<file path="config.mk">
export PLATFORM = sky130hd
export DESIGN_NAME = dcache_responder
export DESIGN_NICKNAME = d
export VERILOG_FILES = /design/src/rtl/dcache_responder.sv
export SDC_FILE = /design/constraint.sdc
export NUM_CORES = 1
export LEC_CHECK = 0
export CORE_MARGIN = 3
export CORE_UTILIZATION = 28
export DETAILED_ROUTE_END_ITERATION = 16
export PLACE_DENSITY = 0.41
export SYNTH_ARGS = -nofsm -noshare
export SYNTH_HDL_FRONTEND = slang
export SYNTH_SLANG_ARGS = --single-unit
export TNS_END_PERCENT = 20
</file>
<file path="constraint.sdc">
create_clock -name clk_i -period 5.25 [get_ports clk_i]
set_input_delay 1.05 -clock clk_i [delete_from_list [all_inputs] [get_ports clk_i]]
set_output_delay 1.05 -clock clk_i [all_outputs]
set_load 0.05 [all_outputs]
</file>
<file path="src/rtl/dcache_responder.sv">
// Direct-mapped, one-word-per-line, write-through, no-write-allocate data cache
// placed between the MEM stage and a slow backing memory with a req/ack handshake.
module dcache_responder #(
    parameter int LINES = 16
) (
    input  logic        clk_i,
    input  logic        rst_i,
    input  logic        MemRead_i,
    input  logic        MemWrite_i,
    input  logic [31:0] Address_i,
    input  logic [31:0] Writedata_i,
    output logic [31:0] Readdata_o,
    output logic        stall_o,
    output logic        mem_req_o,
    output logic        mem_we_o,
    output logic [31:0] mem_addr_o,
    output logic [31:0] mem_wdata_o,
    input  logic        mem_ack_i,
    input  logic [31:0] mem_rdata_i
);

    localparam int IDXW = $clog2(LINES);
    localparam int TAGW = 30 - IDXW;

    typedef enum logic [1:0] {
        IDLE  = 2'd0,
        RMISS = 2'd1,
        WTHRU = 2'd2,
        WDONE = 2'd3
    } state_t;

    state_t state;

    logic [LINES-1:0] valid;
    logic [TAGW-1:0]  tags  [LINES];
    logic [31:0]      data  [LINES];

    // Word-aligned address and store data captured when a miss or store starts;
    // they feed the backing-memory port so it stays stable until the ack.
    logic [31:0] lat_addr;
    logic [31:0] lat_data;

    logic [IDXW-1:0] req_idx;
    logic [TAGW-1:0] req_tag;
    logic [IDXW-1:0] lat_idx;
    logic [TAGW-1:0] lat_tag;
    logic            req_hit;
    logic            lat_hit;

    // The byte-offset bits never select anything in a word-only cache.
    logic unused_byte_bits;
    assign unused_byte_bits = &{1'b0, Address_i[1:0]};

    assign req_idx = Address_i[IDXW+1:2];
    assign req_tag = Address_i[31:IDXW+2];
    assign lat_idx = lat_addr[IDXW+1:2];
    assign lat_tag = lat_addr[31:IDXW+2];

    // Lookup of the live request (loads only) and of the latched store address.
    assign req_hit = MemRead_i & valid[req_idx] & (tags[req_idx] == req_tag);
    assign lat_hit = valid[lat_idx] & (tags[lat_idx] == lat_tag);

    // Controller state, request latches and line storage updates.
    always_ff @(posedge clk_i) begin
        if (rst_i) begin
            state    <= IDLE;
            valid    <= '0;
            lat_addr <= '0;
            lat_data <= '0;
        end else begin
            case (state)
                IDLE: begin
                    if (MemWrite_i) begin
                        lat_addr <= {Address_i[31:2], 2'b00};
                        lat_data <= Writedata_i;
                        state    <= WTHRU;
                    end else if (MemRead_i && !req_hit) begin
                        lat_addr <= {Address_i[31:2], 2'b00};
                        state    <= RMISS;
                    end
                end
                RMISS: begin
                    if (mem_ack_i) begin
                        valid[lat_idx] <= 1'b1;
                        tags[lat_idx]  <= lat_tag;
                        data[lat_idx]  <= mem_rdata_i;
                        state          <= IDLE;
                    end
                end
                WTHRU: begin
                    if (mem_ack_i) begin
                        if (lat_hit) begin
                            data[lat_idx] <= lat_data;
                        end
                        state <= WDONE;
                    end
                end
                WDONE: begin
                    state <= IDLE;
                end
                default: begin
                    state <= IDLE;
                end
            endcase
        end
    end

    // Pipeline and backing-memory outputs; a read hit must answer in the same cycle.
    always_comb begin
        stall_o     = 1'b0;
        mem_req_o   = 1'b0;
        mem_we_o    = 1'b0;
        Readdata_o  = '0;
        mem_addr_o  = '0;
        mem_wdata_o = '0;
        if (!rst_i) begin
            mem_addr_o  = lat_addr;
            mem_wdata_o = lat_data;
            case (state)
                IDLE: begin
                    if (MemWrite_i) begin
                        stall_o = 1'b1;
                    end else if (MemRead_i) begin
                        if (req_hit) begin
                            Readdata_o = data[req_idx];
                        end else begin
                            stall_o = 1'b1;
                        end
                    end
                end
                RMISS: begin
                    stall_o   = 1'b1;
                    mem_req_o = 1'b1;
                end
                WTHRU: begin
                    stall_o   = 1'b1;
                    mem_req_o = 1'b1;
                    mem_we_o  = 1'b1;
                end
                default: begin
                    stall_o = 1'b0;
                end
            endcase
        end
    end

endmodule
</file>
# == Word-level counts from Yosys, hierarchy flattened ==
# Memory sizes are Yosys's and may differ from the RTL's. A register that Yosys moved wholly into a read port is not among the register bits.
# Cells that the tools add are included.
# word_totals
reg_bits,82
ramBits,928
inputBits,101
output_inout_bits,99
elab_cells,73
memories,2
# op_classes
n_lt_le_gt_ge,3
n_eq_ne,8
muxes,41
n_bitwise,5
n_reduce_logical,10
# mem_list
memory,words,word_bits,rd,rd_ports_with_merged_regs,wr,line_no,source
data,16,32,1,0,1,36,logic [31:0] data [LINES];
tags,16,26,2,1,1,35,logic [TAGW-1:0] tags [LINES];
# ops
cell,n
2-to-1 mux 32 bit,10
equality test 26 bit,2
2-to-1 mux 1 bit,20
OR 16 bit,1
"less-than comparator 4 x 5 -> 1 bit, second input constant",2
binary-select mux 1 bit (select 4 bit),2
2-to-1 mux 2 bit,4
2-to-1 mux 4 bit,2
case mux 2 bit (4 select lines),1
AND reduction 2 bit,3
demux 1 bit (select 4 bit),1
"equality test 2 bit, second input constant",2
">= comparator 4 x 1 -> 1 bit, second input constant",1
"!= test 2 bit, second input constant",2
AND 1 bit,3
"!= test 3 bit, second input constant",1
AND reduction 3 bit,1
"equality test 2 x 1 -> 1 bit, second input constant",1
logical AND 1 bit,2
logical NOT 2 bit,1
case mux 1 bit (2 select lines),1
nonzero test 2 bit,1
OR reduction 2 bit,1
logical NOT 1 bit,1
OR 1 bit,1

# == Depth between registers and ports, before layout ==
# Gate-level depths: netlist of run 1.
# logic_depth
word_depth,10
depth_mapped,15
mapped_depth_nobuf,9

# == Worst setup path before layout of run 1 ==
# Ideal clock, no wire load.
# synth_path
path_type,input port to output port
startpoint,in Address_i[3]
endpoint,out Readdata_o[10]
arrival_ns,4.207
required_ns,4.200
setup_slack_ns,-0.007
path_stages,13
path_buffers,4
path_cell_list,buf_2 -> buf_2 -> buf_2 -> mux4_2 -> mux2i_1 -> a21oi_1 -> xnor2_1 -> o211ai_1 -> nor4_2 -> nand4_1 -> or3_1 -> buf_2 -> nor2b_1
# synth_between
elab_chain_cells,9
word_cells_on_any_way,12
cone_classes,eq/ne (1); mux (7); bitwise (2); memory (2)
# synth_rtl
item,line_no,source
start: declaration,10,"input logic [31:0] Address_i,"
"parallel branches: the longest is 4 deep, another holds memory (16 x 26 bit)",n/a,
2-to-1 mux 32 bit (*),124,if (req_hit) begin
2-to-1 mux 32 bit (*),123,end else if (MemRead_i) begin
2-to-1 mux 32 bit (*),121,if (MemWrite_i) begin
2-to-1 mux 32 bit (*),119,case (state)
2-to-1 mux 32 bit (*),116,if (!rst_i) begin
end: declaration,12,"output logic [31:0] Readdata_o,"
# Mark *: on every way between the ends. The select of a mux whose other input is x is not followed.

# == Final worst setup path of run 1 ==
# layout_path
startpoint,in Address_i[3]
endpoint,out Readdata_o[23]
# The elaborated chain is that of the path after synthesis.

==> results.tsv, run 1 <==
metric	value	unit
min_period	5.38	ns
skew	0.0377	ns
slew_viol_final	0	
cap_violations	0	
worst-endpoint-required	4.20	ns
critical_path.top_delay_family	simple AND/OR/NAND/NOR gates	
rrSetupSlack	0.47	ns
drtPass1Iterations	5	
ir_worst_vdd	278	uV
row_count	144	
cp-end-kind	output pin	
seq_area_frac_synth	0.673	
rsz0062_at_grt	true	
setup-tns-final	-3.21	ns
synth_cells	2216	
worst_pin_slew	1.09	ns
synth_top_area_frac	0.635	
grt_max_degree	82	
crit_start	Address_i[3]	
crit_end	Readdata_o[23]	
wl	136000	um
grt_pass1_vias	25160	
setup_slack	-0.134	ns
final_common_cell	edfxtp_1	
cts_inserted_buffers	114	
ys_seq_elements	1012	
clkSlewWorstSetupHoldPaths	0.06	ns
grt.overflow.total	0	
path_depth	14	
r2r_end	data[15][7]$_DFFE_PP_	
final_cell_mix	edfxtp_1 (928), mux4_2 (376), clkdlybuf4s50_1 (157), buf_4 (156), clkbuf_16 (115)	
yosys.area.top_type	edfxtp_1	
die_h	402	um
status	finished, violations left	
cp_cell_sequence	clkbuf_8, buf_12, buf_4, mux4_2, mux2i_2, xnor2_1, or3_4, a2111oi_4, nand4_1, or3_4, buf_16, nor2b_4, buf_6, buf_12	
clk_latency	0.73	ns
final_cells	4740	
dp.cells	4500	
critPathMaxFanout	8	
grt_first_pass_wirelength	192000	um
antenna_found_initial	2	
netlist_top_cells_area	edfxtp_1 (63%), mux4_2 (19%), dfxtp_1 (3.8%)	
hpwl	80500	um
clock_path_buffers	3	
yosysWarningCount	0	
nets	2701	
pre_cts_ws	-0.529	ns
fin_crit_sh	1.03	
syn-cell-area	43900	um^2
nFillCells	14464	
core_region_area	155000	um^2
clock-sinks	1012	
io-pin-count	200	
pwr_density_cell	380	nW/um^2
groute.usage.overall	0.167	
detailroute.via_count	23406	
yosysUniqueCellTypes	62	
root_buffer	clkbuf_16	
avgSynthCellArea	19.8	um^2
hold_path.class	reg2reg	
route.antenna.remaining_nets	0	
crit_slowest_cell	mux4_2	
synth_edf_count	928	
critical_path_class	in2out	
start_util	0.283	
async_reset_ff_frac	0	
start_kind	input pin	
htree_num_levels	3	
drt-initial-drc-count	1567	
finalSetupViolCount	32	
cts_tree	done	
hold_viol	0	
p_leak	17.7	nW
crit_arrival	4.33	ns
portBuffers	195	
cpPeakStageDelay	0.50	ns
synth_ff_type	edfxtp_1	
fp.dieW	402	um
drc	0	
die_area	162000	um^2
syn_to_final_growth	25.0	%
wire_per_inst	28.7	um
avgViaCountPerCell	4.94	
relSlewSlack	0.277	
violations	setup timing	
fmax	0.186	GHz
critPathBufInv	6	
reg2reg_depth	12	
drive_gt1_frac	0.370	
globalplace.congestion	0.774	
==> Yosys cell counts, drive strengths merged, types with 6 or more instances <==
cell / instances
nand4: 6
nand3: 7
a22oi: 11
a22o: 6
dfxtp: 84
xnor2: 44
nor2b: 136
nand2: 82
clkbuf: 59
mux2: 73
edfxtp: 928
o22ai: 24
buf: 86
a211oi: 7
inv: 23
a21oi: 47
nor3: 9
mux2i: 74
xor2: 25
mux4: 376
nor2: 45
nand2b: 7
==> worst min path at each step <==
stage | slack (ns) | to | from | cells past startpoint
2_1_floorplan | 0.44 | lat_data[0]$_SDFFE_PP0P_ | lat_data[0]$_SDFFE_PP0P_ | 2
3_3_place_gp | 0.45 | lat_data[0]$_SDFFE_PP0P_ | lat_data[0]$_SDFFE_PP0P_ | 2
3_5_place_dp | 0.46 | lat_data[1]$_SDFFE_PP0P_ | lat_data[1]$_SDFFE_PP0P_ | 2
4_1_cts | 0.47 | lat_data[1]$_SDFFE_PP0P_ | lat_data[1]$_SDFFE_PP0P_ | 2
5_1_grt | 0.49 | lat_data[1]$_SDFFE_PP0P_ | lat_data[1]$_SDFFE_PP0P_ | 2
6_report | 0.47 | lat_data[1]$_SDFFE_PP0P_ | lat_data[1]$_SDFFE_PP0P_ | 2
==> worst reg2reg max path, delay by kind of cell (launching register included) <==
family                 cells  cell delay [ns]
AND/OR/NAND/NOR            5             1.50
XOR/XNOR                   1             0.20
flip-flops                 1             0.64
multiplexers               2             1.03
buffers and inverters      4             1.06
==> stage by stage <==
step	utilization	hold slack, ns	total power [mW]	cell area, um^2
3_3_place_gp	0.323	0.454	12.8	50100
3_5_place_dp	0.323	0.460	12.8	50100
4_1_cts	0.352	0.469	21.2	54500
5_1_grt	0.354	0.488	21.7	54800
6_report	0.354	0.467	20.9	54800
2_1_floorplan	-	0.442	11.6	43900
==> final cells by class <==
class / count / area, um^2 / area share
tap: 2044 / 2560 / 0.0466
timing repair buffer: 407 / 4620 / 0.0842
antenna: 3 / 7.51 / 0.000137
sequential: 1012 / 29600 / 0.539
clock inverter: 71 / 825 / 0.0150
clock buffer: 143 / 3060 / 0.0558
multi-input combinational: 1037 / 14100 / 0.258
inverter: 23 / 86.3 / 0.00157
==> power breakdown <==
| part | internal (mW) | switching [mW] |
|---|---|---|
| combinational | 1.46 | 1.64 |
| clock | 4.87 | 3.33 |
| sequential | 9.16 | 0.390 |
| total | 15.5 | 5.37 |
==> layer usage <==
| metal | global-route usage | part of all wire | vias up |
|---|---|---|---|
| li1 | - | - | 9885 |
| met4 | 0.0540 | 0.030 | 4 |
| met2 | 0.280 | 0.49 | 654 |
| met5 | 0 | 0.00021 | - |
| met3 | 0.0298 | 0.045 | 203 |
| met1 | 0.220 | 0.43 | 12660 |
==> registers in the layout (all words and copies together), names as in the netlist, named ones only <==
name,cells
valid,16
data,512
state,2
lat_data,32
lat_addr,30
tags,416
==> cell families after synthesis <==
group | share of synthesized area
DFF | 0.673
AOI/OAI and AO/OA | 0.0183
other | 0.0000854
buffers and inverters | 0.0208
adders and majority gates | 0.00143
xor gates and xnor gates | 0.0138
muxes | 0.234
and+or+nand+nor | 0.0387
==> what timing repair did <==
item                                    CTS  global route
buffers inserted                          6            16
hold buffers                              0             0
endpoints found under the setup margin   33            33
resized for setup                        88            49
gates cloned                              4             0
pin swaps                                 6            20
Power figures use the tool's default switching activity.
==> inputs of run 2 (changes only) <==
--- a/config.mk
+++ b/config.mk
@@ -9,6 +9,7 @@
 export CORE_UTILIZATION = 28
 export DETAILED_ROUTE_END_ITERATION = 16
 export PLACE_DENSITY = 0.41
+export SKIP_LAST_GASP = 1
 export SYNTH_ARGS = -nofsm -noshare
 export SYNTH_HDL_FRONTEND = slang
 export SYNTH_SLANG_ARGS = --single-unit
==> results.tsv, run 2 (synthesized netlist as in run 1, its figures left out) <==
metric	value	unit	change
status	finished, violations left		
violations	setup timing		
p_seq_frac	0.458		about the same
skew	0.0362	ns	-0.00149 ns
drtPass1Iterations	5		unchanged
globalplace.congestion	0.774		unchanged
nets	2701		unchanged
hold_path.class	reg2reg		
hold_viol	0		unchanged
core_region_area	155000	um^2	unchanged
die_area	162000	um^2	unchanged
rsz0062_at_grt	true		
htree_num_levels	3		unchanged
relSlewSlack	0.278		+0.00154
clkSlewWorstSetupHoldPaths	0.06	ns	about the same
syn_to_final_growth	24.8	%	
worstHoldStart	lat_data[23]$_SDFFE_PP0P_		
whs	0.467	ns	+0.000548 ns
worst-endpoint-required	4.20	ns	about the same
clock-sinks	1012		unchanged
drive_gt1_frac	0.369		-0.000743
root_buffer	clkbuf_16		
critical_path_class	in2out		
antenna_found_initial	3		+1
rrSetupSlack	0.46	ns	about the same
io-pin-count	200		unchanged
wire_per_inst	28.6	um	about the same
place_area	50100	um^2	unchanged
clock_path_buffers	3		unchanged
start_util	0.283		unchanged
hold_depth	2		unchanged
cts_inserted_buffers	114		unchanged
setup_slack	-0.143	ns	-0.00899 ns
groute.usage.overall	0.167		about the same
grt_max_degree	82		unchanged
wl	136000	um	about the same
fp.dieW	402	um	unchanged
pre_cts_ws	-0.529	ns	unchanged
clk_latency	0.73	ns	about the same
p_sw	5.36	mW	-0.16%
clkPwrFrac	0.393		about the same
critPathMaxFanout	8		unchanged
crit_slowest_cell	mux4_2		
p_leak	17.6	nW	-0.22%
cpPeakStageDelay	0.50	ns	about the same
combPwrFrac	0.149		about the same
hpwl	80500	um	unchanged
grt_pass1_vias	25140		-0.079%
pwr_density_cell	381	nW/um^2	about the same
cp_cell_sequence	clkbuf_8, buf_12, buf_4, mux4_2, mux2i_2, xnor2_1, or3_4, a2111oi_4, nand4_1, or3_4, buf_16, nor2b_2, buf_12		
die_h	402	um	unchanged
top_regs	data (512), tags (416), lat_data (32)		
sw_frac_of_total	0.257		-0.000262
fmax	0.185	GHz	-0.17%
drc	0		unchanged
final_common_cell	edfxtp_1		
finalSetupViolCount	33		+3.1%
final_area	54800	um^2	-0.14%
fin_crit_sh	1.03		+0.00171
nFillCells	14481		+0.12%
grt.overflow.total	0		unchanged
start_kind	input pin		
slew_viol_final	0		unchanged
min_period	5.39	ns	+0.00899 ns
drt-initial-drc-count	1700		+8.5%
internal_power	15.5	mW	about the same
detailroute.via_count	23379		-0.12%
final_cell_mix	edfxtp_1 (928), mux4_2 (376), clkdlybuf4s50_1 (157), buf_4 (156), clkbuf_16 (115)		
avgViaCountPerCell	4.93		about the same
ctsHoldBuffers	0		unchanged
cap_violations	0		unchanged
row_count	144		unchanged
cp-end-kind	output pin		
ir_worst_vdd	277	uV	-0.22%
grt_first_pass_wirelength	192000	um	about the same
hold_path_end	lat_data[23]$_SDFFE_PP0P_		
cts_tree	done		
worst_pin_slew	1.08	ns	-0.00231 ns
crit_arrival	4.34	ns	about the same
portBuffers	195		unchanged
seqCellArea	29600	um^2	unchanged
largest_reg_flops	512		unchanged
reg2reg_depth	12		unchanged
route.antenna.remaining_nets	0		unchanged
r2r_end	data[15][5]$_DFFE_PP_		
multi_input_comb_area	14100	um^2	-0.54%
max_flop_register	data		
==> run 2: per-stage QoR <==
stage | instances | total power, mW | setup TNS (ns) | utilization
after global routing | 4737 | 21.7 | -7.21 | 0.353
after global placement | 4500 | 12.8 | -17.79 | 0.323
after detailed placement | 4500 | 12.8 | -15.61 | 0.323
after floorplan | 2217 | 11.6 | -0.207 | -
final | 4739 | 20.9 | -3.73 | 0.353
after CTS | 4723 | 21.1 | -7.99 | 0.351
==> run 2: worst max-delay path, delay by kind of cell <==
family | cells | cell delay [ns]
xor+xnor | 1 | 0.10
buf+inv | 5 | 0.86
mux | 2 | 0.69
simple gates | 4 | 1.20
compound gates | 1 | 0.39
==> run 2: per-layer routing <==
layer,wire (um),vias up,track usage
li1,-,9883,-
met1,58700,12672,0.220
met2,67300,617,0.280
met3,5730,203,0.0295
met4,4010,4,0.0531
met5,29,-,0
==> run 2: worst max-delay path by stage <==
| stage | startpoint | endpoint | slack, ns |
|---|---|---|---|
| after floorplan | Address_i[3] | Readdata_o[10] | -0.007 |
| after global placement | Address_i[2] | Readdata_o[3] | -0.62 |
| after detailed placement | Address_i[3] | Readdata_o[3] | -0.53 |
| after CTS | Address_i[4] | Readdata_o[23] | -0.30 |
| after global routing | Address_i[4] | Readdata_o[23] | -0.26 |
| final | Address_i[3] | Readdata_o[12] | -0.14 |
==> run 2: area by class of cell <==
type / instances / share of cell area
clock buffer: 143 / 0.0559
tap: 2044 / 0.0467
timing repair buffer: 407 / 0.0843
antenna: 2 / 0.0000914
multi-input combinational: 1037 / 0.257
inverter: 23 / 0.00158
clock inverter: 71 / 0.0151
sequential: 1012 / 0.540
==> run 2: power by group through the flow <==
stage                     logic, mW  registers (mW)  clock network (mW)
final                          3.10            9.55                8.20
after global routing           3.30            9.60                8.76
after CTS                      3.14            9.56                8.44
after detailed placement       3.10            9.74                   0
after global placement         3.09            9.71                   0
after floorplan                2.07            9.50                   0
==> run 2: what timing repair did <==
action                                  4_1_cts  5_1_grt
hold endpoints to repair                      0        0
cloned                                        4        0
resized for setup                            73       49
endpoints found under the setup margin       33       33
pin swaps                                     6       19
buffers inserted                              6       16
==> inputs of run 3 (changes only) <==
--- a/config.mk
+++ b/config.mk
@@ -8,6 +8,7 @@
 export CORE_MARGIN = 3
 export CORE_UTILIZATION = 28
 export DETAILED_ROUTE_END_ITERATION = 16
+export GPL_ROUTABILITY_DRIVEN = 0
 export PLACE_DENSITY = 0.41
 export SKIP_LAST_GASP = 1
 export SYNTH_ARGS = -nofsm -noshare
==> results of run 3 <==
Final layout, timing and power as in run 2 (identical DEF).
